## src/rtl/msg_tx.sv

```systemverilog
// msg_tx: serializes one component write record per request into "b|f <id> <index> <value>\n" or "t\n".
// Define MSG_TX_TRIM_EN to suppress leading zeros on binary values; default sends all VAL_W digits.
module msg_tx #(
    parameter int IDX_W = 8,
    parameter int VAL_W = 64
) (
    input  logic             clk,
    input  logic             rst,
    input  logic             req_valid,
    output logic             req_ready,
    input  logic [1:0]       req_kind,
    input  logic [1:0]       req_id,
    input  logic [IDX_W-1:0] req_index,
    input  logic [VAL_W-1:0] req_value,
    output logic [7:0]       tx_data,
    output logic             tx_valid,
    input  logic             tx_ready,
    output logic             busy,
    output logic [3:0]       dbg_state
);

    localparam int VAL_DIG = (VAL_W * 3 + 7) / 8;
    localparam int IDX_DIG = (IDX_W * 3 + 7) / 8;
    localparam int VBCD_W  = 4 * VAL_DIG;
    localparam int IBCD_W  = 4 * IDX_DIG;
    localparam int VDD_W   = VBCD_W + VAL_W;
    localparam int IDD_W   = IBCD_W + IDX_W;
    localparam int PTR_W   = $clog2(VAL_W) + 1;
    localparam int CNT_W   = $clog2(VAL_W) + 1;

    localparam logic [1:0] K_B = 2'b00;
    localparam logic [1:0] K_F = 2'b01;
    localparam logic [1:0] K_T = 2'b10;

    typedef enum logic [3:0] {
        ST_IDLE, ST_CONV, ST_KIND, ST_SP1, ST_ID1, ST_ID0,
        ST_SP2, ST_IDX, ST_SP3, ST_VAL, ST_NL
    } state_t;

    state_t             r_state;
    logic [1:0]         r_kind;
    logic [1:0]         r_id;
    logic [VAL_W-1:0]   r_val_bin;
    logic [VDD_W-1:0]   r_val_dd;
    logic [IDD_W-1:0]   r_idx_dd;
    logic [CNT_W-1:0]   r_cnt;
    logic [PTR_W-1:0]   r_ptr;
    logic [7:0]         r_tx_data;
    logic               r_tx_valid;
    logic               r_req_ready;
    logic               r_busy;

    state_t             w_nxt_state;
    logic [PTR_W-1:0]   w_nxt_ptr;
    logic [7:0]         w_nxt_byte;
    logic [7:0]         w_cur_byte;
    logic [PTR_W-1:0]   w_idx_top;
    logic [PTR_W-1:0]   w_val_top;

    // One double-dabble step: add 3 to every BCD nibble >= 5, then shift the whole register left.
    function automatic logic [VDD_W-1:0] dd_val(input logic [VDD_W-1:0] x);
        logic [VDD_W-1:0] y;
        y = x;
        for (int i = 0; i < VAL_DIG; i++) begin
            if (y[VAL_W + i*4 +: 4] >= 4'd5) y[VAL_W + i*4 +: 4] = y[VAL_W + i*4 +: 4] + 4'd3;
        end
        return {y[VDD_W-2:0], 1'b0};
    endfunction

    function automatic logic [IDD_W-1:0] dd_idx(input logic [IDD_W-1:0] x);
        logic [IDD_W-1:0] y;
        y = x;
        for (int i = 0; i < IDX_DIG; i++) begin
            if (y[IDX_W + i*4 +: 4] >= 4'd5) y[IDX_W + i*4 +: 4] = y[IDX_W + i*4 +: 4] + 4'd3;
        end
        return {y[IDD_W-2:0], 1'b0};
    endfunction

    function automatic logic [PTR_W-1:0] top_nib_val(input logic [VBCD_W-1:0] b);
        logic [PTR_W-1:0] t;
        t = '0;
        for (int i = 0; i < VAL_DIG; i++) begin
            if (b[i*4 +: 4] != 4'd0) t = PTR_W'(i);
        end
        return t;
    endfunction

    function automatic logic [PTR_W-1:0] top_nib_idx(input logic [IBCD_W-1:0] b);
        logic [PTR_W-1:0] t;
        t = '0;
        for (int i = 0; i < IDX_DIG; i++) begin
            if (b[i*4 +: 4] != 4'd0) t = PTR_W'(i);
        end
        return t;
    endfunction

`ifdef MSG_TX_TRIM_EN
    function automatic logic [PTR_W-1:0] top_bit(input logic [VAL_W-1:0] v);
        logic [PTR_W-1:0] t;
        t = '0;
        for (int i = 0; i < VAL_W; i++) begin
            if (v[i]) t = PTR_W'(i);
        end
        return t;
    endfunction
`endif

    // ASCII byte presented while in state s with digit pointer p.
    function automatic logic [7:0] byte_of(input state_t s, input logic [PTR_W-1:0] p);
        logic [7:0] b;
        logic [3:0] nib;
        b   = 8'h00;
        nib = 4'd0;
        case (s)
            ST_KIND: b = (r_kind == K_B) ? 8'h62 : (r_kind == K_F) ? 8'h66 : 8'h74;
            ST_SP1, ST_SP2, ST_SP3: b = 8'h20;
            ST_ID1:  b = {7'b0011000, r_id[1]};
            ST_ID0:  b = {7'b0011000, r_id[0]};
            ST_IDX: begin
                for (int i = 0; i < IDX_DIG; i++) begin
                    if (p == PTR_W'(i)) nib = r_idx_dd[IDX_W + i*4 +: 4];
                end
                b = {4'h3, nib};
            end
            ST_VAL: begin
                if (r_kind == K_F) begin
                    for (int i = 0; i < VAL_DIG; i++) begin
                        if (p == PTR_W'(i)) nib = r_val_dd[VAL_W + i*4 +: 4];
                    end
                end else begin
                    for (int i = 0; i < VAL_W; i++) begin
                        if (p == PTR_W'(i)) nib = {3'b000, r_val_bin[i]};
                    end
                end
                b = {4'h3, nib};
            end
            ST_NL:   b = 8'h0A;
            default: b = 8'h00;
        endcase
        return b;
    endfunction

    assign w_idx_top = top_nib_idx(r_idx_dd[IDD_W-1 -: IBCD_W]);
`ifdef MSG_TX_TRIM_EN
    assign w_val_top = (r_kind == K_F) ? top_nib_val(r_val_dd[VDD_W-1 -: VBCD_W]) : top_bit(r_val_bin);
`else
    assign w_val_top = (r_kind == K_F) ? top_nib_val(r_val_dd[VDD_W-1 -: VBCD_W]) : PTR_W'(VAL_W - 1);
`endif

    always_comb begin
        w_nxt_state = r_state;
        w_nxt_ptr   = r_ptr;
        case (r_state)
            ST_KIND: w_nxt_state = (r_kind == K_T) ? ST_NL : ST_SP1;
            ST_SP1:  w_nxt_state = ST_ID1;
            ST_ID1:  w_nxt_state = ST_ID0;
            ST_ID0:  w_nxt_state = ST_SP2;
            ST_SP2: begin
                w_nxt_state = ST_IDX;
                w_nxt_ptr   = w_idx_top;
            end
            ST_IDX: begin
                if (r_ptr == '0) w_nxt_state = ST_SP3;
                else             w_nxt_ptr   = r_ptr - PTR_W'(1);
            end
            ST_SP3: begin
                w_nxt_state = ST_VAL;
                w_nxt_ptr   = w_val_top;
            end
            ST_VAL: begin
                if (r_ptr == '0) w_nxt_state = ST_NL;
                else             w_nxt_ptr   = r_ptr - PTR_W'(1);
            end
            ST_NL:   w_nxt_state = ST_IDLE;
            default: w_nxt_state = r_state;
        endcase
        w_nxt_byte = byte_of(w_nxt_state, w_nxt_ptr);
        w_cur_byte = byte_of(r_state, r_ptr);
    end

    // Handshakes: a request transfers when req_valid && req_ready at a rising edge, a byte when
    // tx_valid && tx_ready; once raised, tx_valid/tx_data hold until that byte transfers.
    always_ff @(posedge clk or negedge rst) begin
        if (!rst) begin
            r_state     <= ST_IDLE;
            r_kind      <= '0;
            r_id        <= '0;
            r_val_bin   <= '0;
            r_val_dd    <= '0;
            r_idx_dd    <= '0;
            r_cnt       <= '0;
            r_ptr       <= '0;
            r_tx_data   <= 8'h00;
            r_tx_valid  <= 1'b0;
            r_req_ready <= 1'b1;
            r_busy      <= 1'b0;
        end else begin
            case (r_state)
                ST_IDLE: begin
                    if (req_valid && r_req_ready) begin
                        r_kind    <= req_kind;
                        r_id      <= req_id;
                        r_val_bin <= req_value;
                        r_val_dd  <= {{VBCD_W{1'b0}}, req_value};
                        r_idx_dd  <= {{IBCD_W{1'b0}}, req_index};
                        r_cnt     <= '0;
                        case (req_kind)
                            K_B, K_F: begin
                                r_state     <= ST_CONV;
                                r_busy      <= 1'b1;
                                r_req_ready <= 1'b0;
                            end
                            K_T: begin
                                r_state     <= ST_KIND;
                                r_busy      <= 1'b1;
                                r_req_ready <= 1'b0;
                            end
                            default: r_state <= ST_IDLE;
                        endcase
                    end
                end
                ST_CONV: begin
                    // The index engine stops after IDX_W steps so its BCD result holds for the frame.
                    if (r_cnt < CNT_W'(IDX_W)) r_idx_dd <= dd_idx(r_idx_dd);
                    if (r_kind == K_F) r_val_dd <= dd_val(r_val_dd);
                    r_cnt <= r_cnt + CNT_W'(1);
                    if (r_cnt == CNT_W'(VAL_W - 1)) r_state <= ST_KIND;
                end
                default: begin
                    if (!r_tx_valid) begin
                        r_tx_data  <= w_cur_byte;
                        r_tx_valid <= 1'b1;
                    end else if (tx_ready) begin
                        if (r_state == ST_NL) begin
                            r_state     <= ST_IDLE;
                            r_tx_valid  <= 1'b0;
                            r_busy      <= 1'b0;
                            r_req_ready <= 1'b1;
                        end else begin
                            r_state   <= w_nxt_state;
                            r_ptr     <= w_nxt_ptr;
                            r_tx_data <= w_nxt_byte;
                        end
                    end
                end
            endcase
        end
    end

    assign req_ready = r_req_ready;
    assign busy      = r_busy;
    assign tx_data   = r_tx_data;
    assign tx_valid  = r_tx_valid;
    assign dbg_state = r_state;

endmodule

```

## config.mk

```make
export PLATFORM = sky130hd
export DESIGN_NAME = msg_tx
export DESIGN_NICKNAME = d
export VERILOG_FILES = /design/src/rtl/msg_tx.sv
export SDC_FILE = /design/constraint.sdc
export NUM_CORES = 1
export LEC_CHECK = 0
export CORE_AREA = 8 8 259 261
export CTS_BUF_LIST = sky130_fd_sc_hd__clkbuf_8
export CTS_CLUSTER_DIAMETER = 50
export DETAILED_ROUTE_END_ITERATION = 8
export DIE_AREA = 0 0 267 269
export DONT_BUFFER_PORTS = 1
export GPL_TIMING_DRIVEN = 0
export PLACE_DENSITY_LB_ADDON = 0.12
export SLEW_MARGIN = 10
export SYNTH_ARGS = -nofsm -noshare
export SYNTH_HDL_FRONTEND = slang
export SYNTH_SLANG_ARGS = --single-unit
```

## constraint.sdc

```tcl
create_clock -name clk -period 5.8 [get_ports clk]
set_clock_uncertainty 0.15 [all_clocks]
set_input_delay 1.74 -clock clk [delete_from_list [all_inputs] [get_ports clk]]
set_output_delay 1.74 -clock clk [all_outputs]
set_load 0.01 [all_outputs]
```

**Word level (Yosys, flattened, before mapping)**

Index checks and enable logic that the tools add are counted.

- Register bits after elaboration: 277
- Word-level logic and storage cells: 560
- Output and inout bits: 15
- Input port bits: 80

- Add/sub/neg operators: 29
- Mux-type cells: 280
- Bitwise operators: 3
- Eq/ne operators: 157
- Reductions and logical operators: 51
- Order comparisons: 28

Operators by type and width:

| cell | number |
|---|---|
| 2-to-1 mux 4 bit | 215 |
| equality test 7 x 6 -> 1 bit (second input constant) | 65 |
| 2-to-1 mux 160 bit | 2 |
| one-hot mux 160 bit (2 select lines) | 1 |
| equality test 7 x 5 -> 1 bit (second input constant) | 32 |
| 2-to-1 mux 7 bit | 25 |
| equality test 7 x 4 -> 1 bit (second input constant) | 16 |
| >= comparator 4 x 3 -> 1 bit (second input constant) | 27 |
| adder 4 x 2 -> 4 bit (second input constant) | 25 |
| nonzero test 4 bit | 25 |
| one-hot mux 7 bit (7 select lines) | 2 |
| equality test 7 x 3 -> 1 bit (second input constant) | 8 |
| 2-to-1 mux 20 bit | 2 |
| one-hot mux 20 bit (2 select lines) | 1 |
| one-hot mux 4 bit (9 select lines) | 1 |
| equality test 4 x 3 -> 1 bit (second input constant) | 8 |
| equality test 7 x 2 -> 1 bit (second input constant) | 4 |
| equality test 4 bit (second input constant) | 6 |
| 2-to-1 mux 8 bit | 3 |
| one-hot mux 7 bit (3 select lines) | 1 |
| 2-to-1 mux 1 bit | 17 |
| equality test 4 x 2 -> 1 bit (second input constant) | 4 |
| equality test 7 x 1 -> 1 bit (second input constant) | 2 |
| logical NOT 7 bit | 2 |
| other kinds (27) | 54 |

**Logic depth before layout (Yosys ltp)**

Gate-level depths: netlist of run 1.

- Word-level depth: 96
- Mapped depth: 18
- Gate-level depth less buffers: 14

**Worst setup path before layout of run 1**

OpenSTA, ideal clock, no wires.

- Path kind: register -> register
- Start: register r_val_dd[148]
- End: register r_tx_data[0], in the netlist tx_data[0]
- Stages on the path, launching flop included: 15
- Period minus slack after synthesis: 3843 ps
- Data required time: 5520 ps
- Path slack: 1957 ps
- Data arrival time: 3563 ps
- Cell sequence: dfrtp_1 > inv_1 > ha_1 > nor3b_1 > and4_1 > a21oi_1 > o32a_1 > nor3b_1 > nand3_1 > o31ai_1 > a22oi_1 > a221o_1 > a221o_1 > a21oi_1 > o21ai_1

- Word-level cells in the longest chain between the ends: 76
- Elaborated cells between the ends (all ways): 171
- Those cells by class: 63 x eq/ne; 106 x mux; 2 x reduce/logical

Ends and longest elaborated chain:

| item | line | text |
|---|---|---|
| start: declaration | 44 | `logic [VDD_W-1:0] r_val_dd;` |
| start signal: assignment | 204 | `r_val_dd <= {{VBCD_W{1'b0}}, req_value};` |
| start signal: assignment | 225 | `if (r_kind == K_F) r_val_dd <= dd_val(r_val_dd);` |
| nonzero test 4 bit | 83 | `if (b[i*4 +: 4] != 4'd0) t = PTR_W'(i);` |
| 2-to-1 mux 7 bit (3 in series) | 83 |  |
| 2-to-1 mux 7 bit | 147 | `assign w_val_top = (r_kind == K_F) ? top_nib_val(r_val_dd[VDD_W-1 -: VBCD_W]) : PTR_W'(VAL_W - 1);` |
| one-hot mux 7 bit (3 select lines) | 153 | `case (r_state)` |
| logical NOT 7 bit | 121, 128, 132 |  |
| 2-to-1 mux 1 bit | 132 | `if (p == PTR_W'(i)) nib = {3'b000, r_val_bin[i]};` |
| 2-to-1 mux 4 bit (63 in series) | 132 |  |
| 2-to-1 mux 4 bit | 126 | `if (r_kind == K_F) begin` |
| one-hot mux 7 bit (7 select lines) | 114 | `case (s)` |
| 2-to-1 mux 8 bit | 234 | `if (r_state == ST_NL) begin` |
| 2-to-1 mux 8 bit | 233 | `end else if (tx_ready) begin` |
| 2-to-1 mux 8 bit (*) | 230 | `if (!r_tx_valid) begin` |
| end signal: assignment | 231 | `r_tx_data <= w_cur_byte;` |
| end signal: assignment | 242 | `r_tx_data <= w_nxt_byte;` |
| end: declaration | 48 | `logic [7:0] r_tx_data;` |

Every way passes the cells marked *; elsewhere a longest branch is shown, timed or not. The select of a mux whose other input is x is not followed.
A chain may end at the register's enable or synchronous reset.

**Final worst setup path of run 1**

- Start: register r_val_dd[104]
- End: register r_tx_data[0], in the netlist tx_data[0]

- Word-level cells in the longest chain between the ends: 87
- Elaborated cells between the ends (all ways): 193
- Those cells by class: 63 x eq/ne; 128 x mux; 2 x reduce/logical

Ends and longest elaborated chain:

| item | line |
|---|---|
| nonzero test 4 bit | 83 |
| 2-to-1 mux 7 bit (14 in series) | 83 |
| 2-to-1 mux 7 bit | 147 |
| one-hot mux 7 bit (3 select lines) | 153 |
| logical NOT 7 bit | 121, 128, 132 |
| 2-to-1 mux 1 bit | 132 |
| 2-to-1 mux 4 bit (63 in series) | 132 |
| 2-to-1 mux 4 bit | 126 |
| one-hot mux 7 bit (7 select lines) | 114 |
| 2-to-1 mux 8 bit | 234 |
| 2-to-1 mux 8 bit | 233 |
| 2-to-1 mux 8 bit (*) | 230 |

Marks and branches as above.

==> results_dict.tcl, run 1 <==
set metrics [dict create \
    postRouteAntennaNets 0 \
    synth.distinct_cells 85 \
    path_buf_inv 4 \
    final_area_sq_um 21050 \
    postSynthCellCount 2381 \
    grt_overflow 0 \
    synthFlopType "dfrtp_1" \
    synth_area_per_cell_sq_um 7.842 \
    die-area_sq_um 71820 \
    yosys.cell_count.top_type "nand2_1" \
    drtPass1Iterations 6 \
    clkSinkCount 276 \
    ys_ff_latch 276 \
    port-buffer-count 0 \
    crit_top_cell "o21ai_1" \
    rsz0062_at_grt "false" \
    ir_drop_uv 162.2 \
    clock_latency_ns 0.67 \
    grt_use_total_pct 24.19 \
    p_comb_share_pct 0.4 \
    via_per_inst 5.837 \
    hold_end "r_idx_dd[5]$_DFFE_PN0P_" \
    crit_path_end_kind "flip-flop" \
    core_area_sq_um 62740 \
    path_cells "inv_1, ha_1, nor3b_1, nand2_1, a311oi_1, o21ai_1, a21oi_1, buf_2, clkdlybuf4s15_2, buf_2, o21ai_0, a211o_1, a311oi_1, o21ai_1, o21ai_1" \
    fin_crit_ns 5.720 \
    slew_headroom_pct 20.10 \
    root_buffer "clkbuf_8" \
    drv_cap 0 \
    p_int_mw 3.129 \
    synth_edf_count 0 \
    p_per_area_nw_per_um2 193.1 \
    cp.arrival_ns 6.14 \
    layout.nets 2594 \
    reg2reg_depth 15 \
    die_x_um 267 \
    r2r-end "tx_data[0]$_DFFE_PN0P_" \
    cts_hold_buf 0 \
    grt_pass1_vias 18940 \
    cts_tree "yes" \
    clock_path_buffers 3 \
    synth_largest_area_cell "dfrtp_1" \
    ys_top_cells_by_count "nand2_1 (497), dfrtp_1 (275), nor2_1 (190), o21ai_0 (176), a21oi_1 (163)" \
    fp-row-count 92 \
    gp_congestion 0.9662 \
    min_path_type "reg2reg" \
    fillers 6749 \
    syn_to_final_growth_pct 12.73 \
    yosys_warnings 0 \
    hold_start "r_idx_dd[5]$_DFFE_PN0P_" \
    drive_gt1_share_pct 6.235 \
    worstMarginPinSlew_ns 1.198 \
    hold_viol 0 \
    status "complete, no violations" \
    drc 0 \
    htreeDepth 2 \
    async_reset_ff_share_pct 100.0 \
    vias 19450 \
    critPathKind "reg2reg" \
    cp_top_family "compound AO/OA/AOI/OAI gates" \
    postCtsSetupRepairBufs 0 \
    synthTopCellsByArea "dfrtp_1 (37%), nand2_1 (10%), ha_1 (4.8%)" \
    cp-start-kind "flip-flop" \
    fin_util_pct 33.55 \
    ys_seq_area_share_pct 36.99 \
    drv_slew 0 \
    holdPathStages 2 \
    clkTransAtPathRegs_ns 0.06 \
    grt_pass1_wl_um 130600 \
    start_util_pct 29.76 \
    required_ns 6.22 \
    antenna_found_initial 2 \
    slowest_delay_ns 0.61 \
    max_freq_mhz 174.8 \
    syn-cell-area_sq_um 18670 \
    place_area_sq_um 19780 \
    cpMaxStageDelayCell "clkdlybuf4s15_2" \
    dp.final_hpwl_um 66720 \
    wl_um 89060 \
    pwr-share-seq_pct 47.4 \
    detail_route.wl_per_cell_um 26.72 \
    r2r_slack_ns 0.08 \
    rr_startpoint "r_val_dd[104]$_DFFE_PN0P_" \
    dieHeight_um 269 \
    drt_iter0_drc 1936 \
    syn_nets 2533 \
    crit_path_max_fanout 10 \
    synth_top_area_share_pct 36.85 \
    io_pins 95 \
    swShare_pct 23.05 \
    p_sw_mw 0.9372 \
    p_clk_share_pct 52.2 \
    grt_max_degree 277 \
    cts_buffers 58 \
    p_leak_nw 8.668 \
    finalCritPeriodShare_pct 98.61 \
    setup_violations 0 \
]
through the flow:
| step | TNS [ns] | setup slack [ns] | power, mW | hold slack [ns] | cells |
|---|---|---|---|---|---|
| floorplan | 0 | 1.957 | 1.973 | 0.2996 | 2381 |
| global placement | -1.650 | -0.5029 | 1.975 | 0.3149 | 3227 |
| detailed placement | -1.428 | -0.4915 | 1.975 | 0.3223 | 3230 |
| CTS | 0 | 0.006925 | 4.140 | 0.3356 | 3334 |
| global route | 0 | 0.01544 | 4.237 | 0.3524 | 3333 |
| finish | 0 | 0.08049 | 4.066 | 0.3313 | 3333 |
cells in the final DEF, fill, tap and decap left out, types with 12 or more instances in the layout:
cell,n
mux2i_1,27
clkbuf_2,15
o31ai_1,41
a32o_1,29
o32ai_1,13
nor3b_1,49
nand2b_1,44
inv_1,110
nor2b_1,13
ha_1,72
nand2_1,497
buf_1,14
dfrtp_1,275
a221oi_1,31
nand3_1,38
buf_2,14
a31oi_1,85
o21ai_0,176
xnor2_1,29
clkbuf_1,123
nor2_1,186
nor3_1,34
o22ai_1,71
a22oi_1,15
nand4_1,15
o211ai_1,13
o221ai_1,13
a21oi_1,163
clkbuf_8,68
a211oi_1,12
final cells by class:
class	count	area [sq um]	area share, %
Antenna cell	1	2.502	0.01189
Buffer	173	729.5	3.465
Clock buffer	68	935.9	4.446
Clock inverter	36	244.0	1.159
Inverter	85	319.1	1.516
Multi-Input combinational cell	1845	10820	51.40
Sequential cell	276	6908	32.82
Tap cell	846	1059	5.029
Timing Repair Buffer	3	33.78	0.1605
repair_timing:
action / in CTS / in global routing
pin swaps: 0 / 0
endpoints found under the hold margin: 0 / 0
setup endpoints to repair: 4 / 15
gates cloned: 0 / 0
gates resized for setup: 10 / 25
power groups by stage:
stage | registers (mW) | logic (mW) | clock network, mW
4_1_cts | 1.93 | 0.0148 | 2.20
2_1_floorplan | 1.96 | 0.0121 | 0
3_3_place_gp | 1.96 | 0.0145 | 0
3_5_place_dp | 1.96 | 0.0146 | 0
6_report | 1.93 | 0.0150 | 2.12
5_1_grt | 1.93 | 0.0182 | 2.29
tightest hold or removal path: cells and delay by family (launching register included):
| family | cells | cell delay, ns |
|---|---|---|
| AND/OR/NAND/NOR | 1 | 0.05 |
| flip-flops | 1 | 0.34 |
| AO/OA/AOI/OAI | 1 | 0.06 |
how the worst max path moves through the flow:
stage | startpoint | to | slack, ns | depth (start not counted)
after floorplan | r_val_dd[148]$_DFFE_PN0P_ | tx_data[0]$_DFFE_PN0P_ | 1.96 | 14
after global placement | r_val_dd[128]$_DFFE_PN0P_ | tx_data[2]$_DFFE_PN0P_ | -0.50 | 15
after detailed placement | r_val_dd[128]$_DFFE_PN0P_ | tx_data[2]$_DFFE_PN0P_ | -0.49 | 15
after CTS | r_ptr[1]$_DFFE_PN0P_ | tx_data[2]$_DFFE_PN0P_ | 0.007 | 16
after global routing | r_val_dd[104]$_DFFE_PN0P_ | tx_data[3]$_DFFE_PN0P_ | 0.02 | 16
final | r_val_dd[104]$_DFFE_PN0P_ | tx_data[0]$_DFFE_PN0P_ | 0.08 | 15
flip-flops by register name, summed over array words and instances (netlist names):
| signal | count |
|---|---|
| tx_data | 7 |
| r_idx_dd | 20 |
| r_kind | 2 |
| r_val_dd | 160 |
| r_cnt | 7 |
| busy | 1 |
| r_val_bin | 64 |
| tx_valid | 1 |
| r_ptr | 7 |
| dbg_state | 4 |
| r_id | 2 |
| req_ready | 1 |
kinds of logic (layout without fill, tap and decap cells):
kind of cell | count (synthesis) | count (layout) | synth area share, %
xor+xnor | 29 | 29 | 1.360
fa+ha+maj | 72 | 72 | 4.824
other cells | 1 | 2 | 0.02008
buf+inv | 260 | 365 | 5.481
compound gates | 761 | 761 | 26.53
mux | 32 | 32 | 1.809
simple gates | 950 | 950 | 22.98
flops | 276 | 276 | 36.99
metal layers:
| layer | up-vias | global-route usage [%] | part of all wire [%] |
|---|---|---|---|
| li1 | 8758 | - | - |
| met1 | 9602 | 30.91 | 41 |
| met2 | 867 | 38.52 | 45 |
| met3 | 227 | 5.361 | 8.2 |
| met4 | 0 | 11.84 | 5.4 |
| met5 | - | 0 | 0 |
Power figures use the tool's default switching activity.
==> run 2, diff against run 1 <==
--- a/config.mk
+++ b/config.mk
@@ -5,11 +5,11 @@
 export SDC_FILE = /design/constraint.sdc
 export NUM_CORES = 1
 export LEC_CHECK = 0
-export CORE_AREA = 8 8 259 261
+export CORE_AREA = 8 8 186 188
 export CTS_BUF_LIST = sky130_fd_sc_hd__clkbuf_8
 export CTS_CLUSTER_DIAMETER = 50
 export DETAILED_ROUTE_END_ITERATION = 8
-export DIE_AREA = 0 0 267 269
+export DIE_AREA = 0 0 194 196
 export DONT_BUFFER_PORTS = 1
 export GPL_TIMING_DRIVEN = 0
 export PLACE_DENSITY_LB_ADDON = 0.12
==> run 2 against run 1 <==
Effect of this change: register-to-register slack worse by 0.02 ns; utilization is 30 points higher; final area fell by 4.0%; sequential share of layout area up 1.4 points; final cell count is 14% lower; critical path depth fell by 1; fmax is 0.34% lower; total power fell by 7.1%; sequential power hardly changed; via count up 2.4%; critical endpoint is now tx_data[2]$_DFFE_PN0P_.
==> results_dict.tcl, run 2 (synthesis gave the netlist of run 1 again) <==
set metrics [dict create \
    fin_crit_ns 5.739 \
    swShare_pct 22.87 \
    wl_um 74570 \
    max_freq_mhz 174.3 \
    reg_top3 "r_val_dd x160, r_val_bin x64, r_idx_dd x20" \
    cts_hold_buf 0 \
    dp_cells 2790 \
    drtPass1Iterations 8 \
    status "complete, no violations" \
    critPathKind "reg2reg" \
    dp.final_hpwl_um 55070 \
    pwr-share-seq_pct 51.0 \
    clkSinkCount 276 \
    setup_violations 0 \
    rsz0062_at_grt "false" \
    cp-start-kind "flip-flop" \
    p_sw_mw 0.8644 \
    grt_overflow 0 \
    layout_common_cells "nand2_1 (497), dfrtp_1 (275), nor2_1 (189), o21ai_0 (176), a21oi_1 (163)" \
    crit_path_max_fanout 10 \
    clkTransAtPathRegs_ns 0.06 \
    p_clk_share_pct 48.6 \
    drive_gt1_share_pct 5.109 \
    htreeDepth 2 \
    r2r_slack_ns 0.06 \
    drv_slew 0 \
    grt_max_degree 277 \
    largest-register "r_val_dd" \
    io_pins 95 \
    fillers 2893 \
    layout.nets 2585 \
    fp-row-count 66 \
    drc 0 \
    fin_cells 2876 \
    ir_drop_uv 214.7 \
    final_common_cell "nand2_1" \
    grt_pass1_vias 18880 \
    root_buffer "clkbuf_8" \
    cts_tree "yes" \
    required_ns 6.17 \
    p_per_area_nw_per_um2 187.0 \
    dieHeight_um 196 \
    worstMarginPinSlew_ns 1.429 \
    gp_congestion 1.094 \
    slew_headroom_pct 4.748 \
    vias 19920 \
    finalCritPeriodShare_pct 98.95 \
    drv_cap 0 \
    drt_iter0_drc 2804 \
    p_comb_share_pct 0.4 \
    grt_use_total_pct 38.37 \
    grt_pass1_wl_um 113300 \
    detail_route.wl_per_cell_um 25.93 \
    clock_latency_ns 0.65 \
    core_area_sq_um 31880 \
    die-area_sq_um 38020 \
    p_int_mw 2.915 \
    clock_path_buffers 3 \
    hold_viol 0 \
    via_per_inst 6.926 \
    largest_reg_flops 160 \
    min_path_type "reg2reg" \
    cp.arrival_ns 6.11 \
    die_x_um 194 \
    port-buffer-count 0 \
    syn_to_final_growth_pct 8.221 \
    postRouteAntennaNets 0 \
    crit_path_end_kind "flip-flop" \
    start_util_pct 58.58 \
    finalSetupTns_ns 0 \
    p_leak_nw 8.493 \
    cts_buffers 51 \
    antenna_found_initial 1 \
]
## run 2: per-stage QoR
step | util (%) | hold slack, ns | power, mW | setup WS [ns] | cell area [sq um]
after floorplan | - | 0.2996 | 1.973 | 1.957 | 18670
after global placement | 60.18 | 0.3131 | 1.974 | 0.06757 | 19180
after detailed placement | 60.24 | 0.3222 | 1.975 | 0.1085 | 19200
after CTS | 63.32 | 0.3349 | 3.792 | 0.06556 | 20180
after global routing | 63.38 | 0.3715 | 3.869 | 0.06852 | 20200
final | 63.40 | 0.3310 | 3.779 | 0.06112 | 20210
## run 2: what timing repair did
item	in CTS	in global routing
endpoints found under the setup margin	0	4
setup buffers	0	0
gates resized for setup	0	15
## run 2: power by group through the flow
stage               clock [mW]  combinational (mW)  sequential (mW)
detailed placement           0              0.0140             1.96
finish                    1.84              0.0144             1.93
global placement             0              0.0135             1.96
floorplan                    0              0.0121             1.96
CTS                       1.85              0.0143             1.93
global route              1.93              0.0165             1.93
## run 2: routing by layer
metal / up-vias / wire length [um] / GRT usage [%]
li1: 8729 / - / -
met1: 9534 / 28520 / 49.45
met2: 1362 / 32530 / 58.48
met3: 294 / 8474 / 8.208
met4: 0 / 5045 / 23.99
met5: - / 0 / 0
## run 2: cell type report
cell class | instances | area, sq um | area share (%)
multi-input cells | 1845 | 10770 | 53.30
flip-flops and latches | 276 | 6908 | 34.18
clock buffers | 60 | 825.8 | 4.086
plain buffers | 173 | 704.4 | 3.486
well taps | 408 | 510.5 | 2.526
inverters | 85 | 319.1 | 1.579
clock inverters | 26 | 156.4 | 0.7739
repair buffers | 1 | 7.507 | 0.03715
diodes | 2 | 5.005 | 0.02477
## run 2: final timing paths
| kind | startpoint | endpoint | cells after the start |
|---|---|---|---|
| max in group asynchronous | rst | r_val_dd[10]$_DFFE_PN0P_ | 0 |
| min | r_idx_dd[5]$_DFFE_PN0P_ | r_idx_dd[5]$_DFFE_PN0P_ | 2 |
| min reg2reg | r_idx_dd[5]$_DFFE_PN0P_ | r_idx_dd[5]$_DFFE_PN0P_ | 2 |
| min in group asynchronous | rst | r_ptr[4]$_DFFE_PN0P_ | 0 |
| max | r_val_dd[152]$_DFFE_PN0P_ | tx_data[2]$_DFFE_PN0P_ | 14 |
| max reg2reg | r_val_dd[152]$_DFFE_PN0P_ | tx_data[2]$_DFFE_PN0P_ | 14 |
## run 2: worst max-delay path: stages, from the launching register on
cell      delay [ns]
dfrtp_1         0.47
inv_1           0.19
ha_1            0.17
nor3b_1         0.83
nand4_1         0.31
a311oi_1        0.66
o22ai_1         0.23
clkbuf_1        0.37
nor2_1          0.65
nand2b_1        0.27
o311ai_0        0.63
a221oi_1        0.16
o31ai_2         0.15
a32oi_1         0.16
o22a_1          0.22
==> RTL edit (settings of run 2) <==
Compare `r_cnt` against `CNT_W'(VAL_W - 1)` with >= in place of ==.
--- a/src/rtl/msg_tx.sv
+++ b/src/rtl/msg_tx.sv
@@ -225,5 +225,5 @@
                     if (r_kind == K_F) r_val_dd <= dd_val(r_val_dd);
                     r_cnt <= r_cnt + CNT_W'(1);
-                    if (r_cnt == CNT_W'(VAL_W - 1)) r_state <= ST_KIND;
+                    if (r_cnt >= CNT_W'(VAL_W - 1)) r_state <= ST_KIND;
                 end
                 default: begin
Formal check against the unedited RTL: same outputs for any inputs over 4 cycles, from zero or initial values and one cycle with rst low; that may be too few to reach the edited logic, so the function may still have changed.
==> RTL edit against run 2 <==
  * The flow now finishes with violations (negative setup slack)
  * Design area rose by 1.4%
  * Largest cell class unchanged
  * Count of clock-buffer cells in the layout rose by 3
  * Wire length grew 10%
  * Worst setup slack lost 0.12 ns
  * Via count up 5.0%
  * Fmax shrank 2.0%
  * Sequential cell count unchanged
  * Area after synthesis rose by 0.99%
  * Core utilization up 0.86 points
  * Synthesized cell count increased by 2.7%
  * Die area did not move
Power is left out: it rests on default switching activity, and per cell area and clock period it moved more than threefold.
==> RTL edit: results (changes against run 2) <==
status = complete, but fails checks (was finished clean)
failing checks = negative setup slack
initial DRC count = 3021 (was 2804)
register area share after synthesis = 36.6% (was 37.0%)
Yosys cell types = 91 (was 85)
Synth Instances = 2446 (was 2381)
DP Wirelength = 60.1 mm (was 55.1 mm)
Synth top cells by count = nand2_1 (489), dfrtp_1 (275), nor2_1 (226) (was nand2_1 (497), dfrtp_1 (275), nor2_1 (190))
Final Net Count = 2641 (was 2585)
worst skew pair latency = 0.67 ns (was 0.65 ns)
vias in the first global route = 20105 (was 18877)
share of layout cells above drive strength 1 = 6.57% (was 5.11%)
max incr delay on CP = 0.71 ns (was 0.83 ns)
initial antenna violation count = 4 (was 1)
crit path from = r_val_dd[101] (was r_val_dd[152])
Post-Route WL = 82.3 mm (was 74.6 mm)
CP max FO = 6 (was 10)
total number of vias = 20913 (was 19919)
final worst setup slack = -0.0579 ns (was 0.0611 ns)
Filler cells = 2699 (was 2893)
Worst-path clk slew = 0.06 ns (about the same)
reg2reg end = tx_data[0] (was tx_data[2])
first-pass detailed-route iteration total = 7 (was 8)
Slew headroom = 15.4% (was 4.75%)
RePlAce Congestion = 1.06 (was 1.09)
Resized cells post-CTS = 1 (was 0)
pre-CTS setup slack = -0.0349 ns (was 0.109 ns)
GRT Total Usage = 42.0% (was 38.4%)
count of final setup violators = 1 (was 0)
==> RTL edit: changes by cell type in the layout (fill, tap and decap cells not counted), sizes merged, moves of 20 or more <==
cell,delta
nand3,+86
a221oi,-20
o22ai,-42
nor3b,-20
nor2,+38
o21ai,+20
==> RTL edit: per-stage QoR <==
step / hold WS [ns] / area (um2) / TNS [ns] / utilization, % / cells
after floorplan: 0.299 / 18900 / 0 / - / 2446
after global placement: 0.334 / 19400 / -0.0648 / 60.8 / 2854
after detailed placement: 0.348 / 19400 / -0.0349 / 60.8 / 2854
after CTS: 0.363 / 20500 / 0 / 64.2 / 2949
after global routing: 0.396 / 20500 / 0 / 64.2 / 2949
final: 0.368 / 20500 / -0.0579 / 64.3 / 2950
==> RTL edit: how the worst min path moves through the flow <==
stage	startpoint	to	slack, ns	depth (start not counted)
after floorplan	r_val_dd[63]	r_val_dd[64]	0.30	2
after global placement	r_cnt[2]	r_cnt[2]	0.33	1
after detailed placement	r_val_dd[0]	r_val_dd[0]	0.35	2
after CTS	r_val_dd[0]	r_val_dd[0]	0.36	2
after global routing	r_cnt[0]	r_cnt[0]	0.40	1
final	r_cnt[2]	r_cnt[2]	0.37	1
==> RTL edit: cell type report <==
| class | count | area, um2 | area share [%] |
|---|---|---|---|
| clock buffers | 63 | 867 | 4.23 |
| inverters | 79 | 297 | 1.45 |
| plain buffers | 177 | 759 | 3.71 |
| diodes | 1 | 2.50 | 0.0122 |
| flip-flops and latches | 276 | 6910 | 33.7 |
| multi-input cells | 1913 | 10900 | 53.3 |
| well taps | 408 | 510 | 2.49 |
| clock inverters | 33 | 220 | 1.08 |
==> RTL edit: logic make-up after synthesis <==
logic type	after synthesis	share of synthesized area (%)
other cells	1	0.0199
flops	276	36.6
xor+xnor	32	1.49
fa+ha+maj	63	4.18
buf+inv	257	5.59
simple gates	1038	24.9
mux	21	1.17
compound gates	758	26.0
==> RTL edit: metal layers <==
metal  global-route usage, %  wire length [um]
met2                    63.8             35200
met4                    28.7              6460
met1                    51.2             29700
met5                       0                38
met3                    12.4             10900
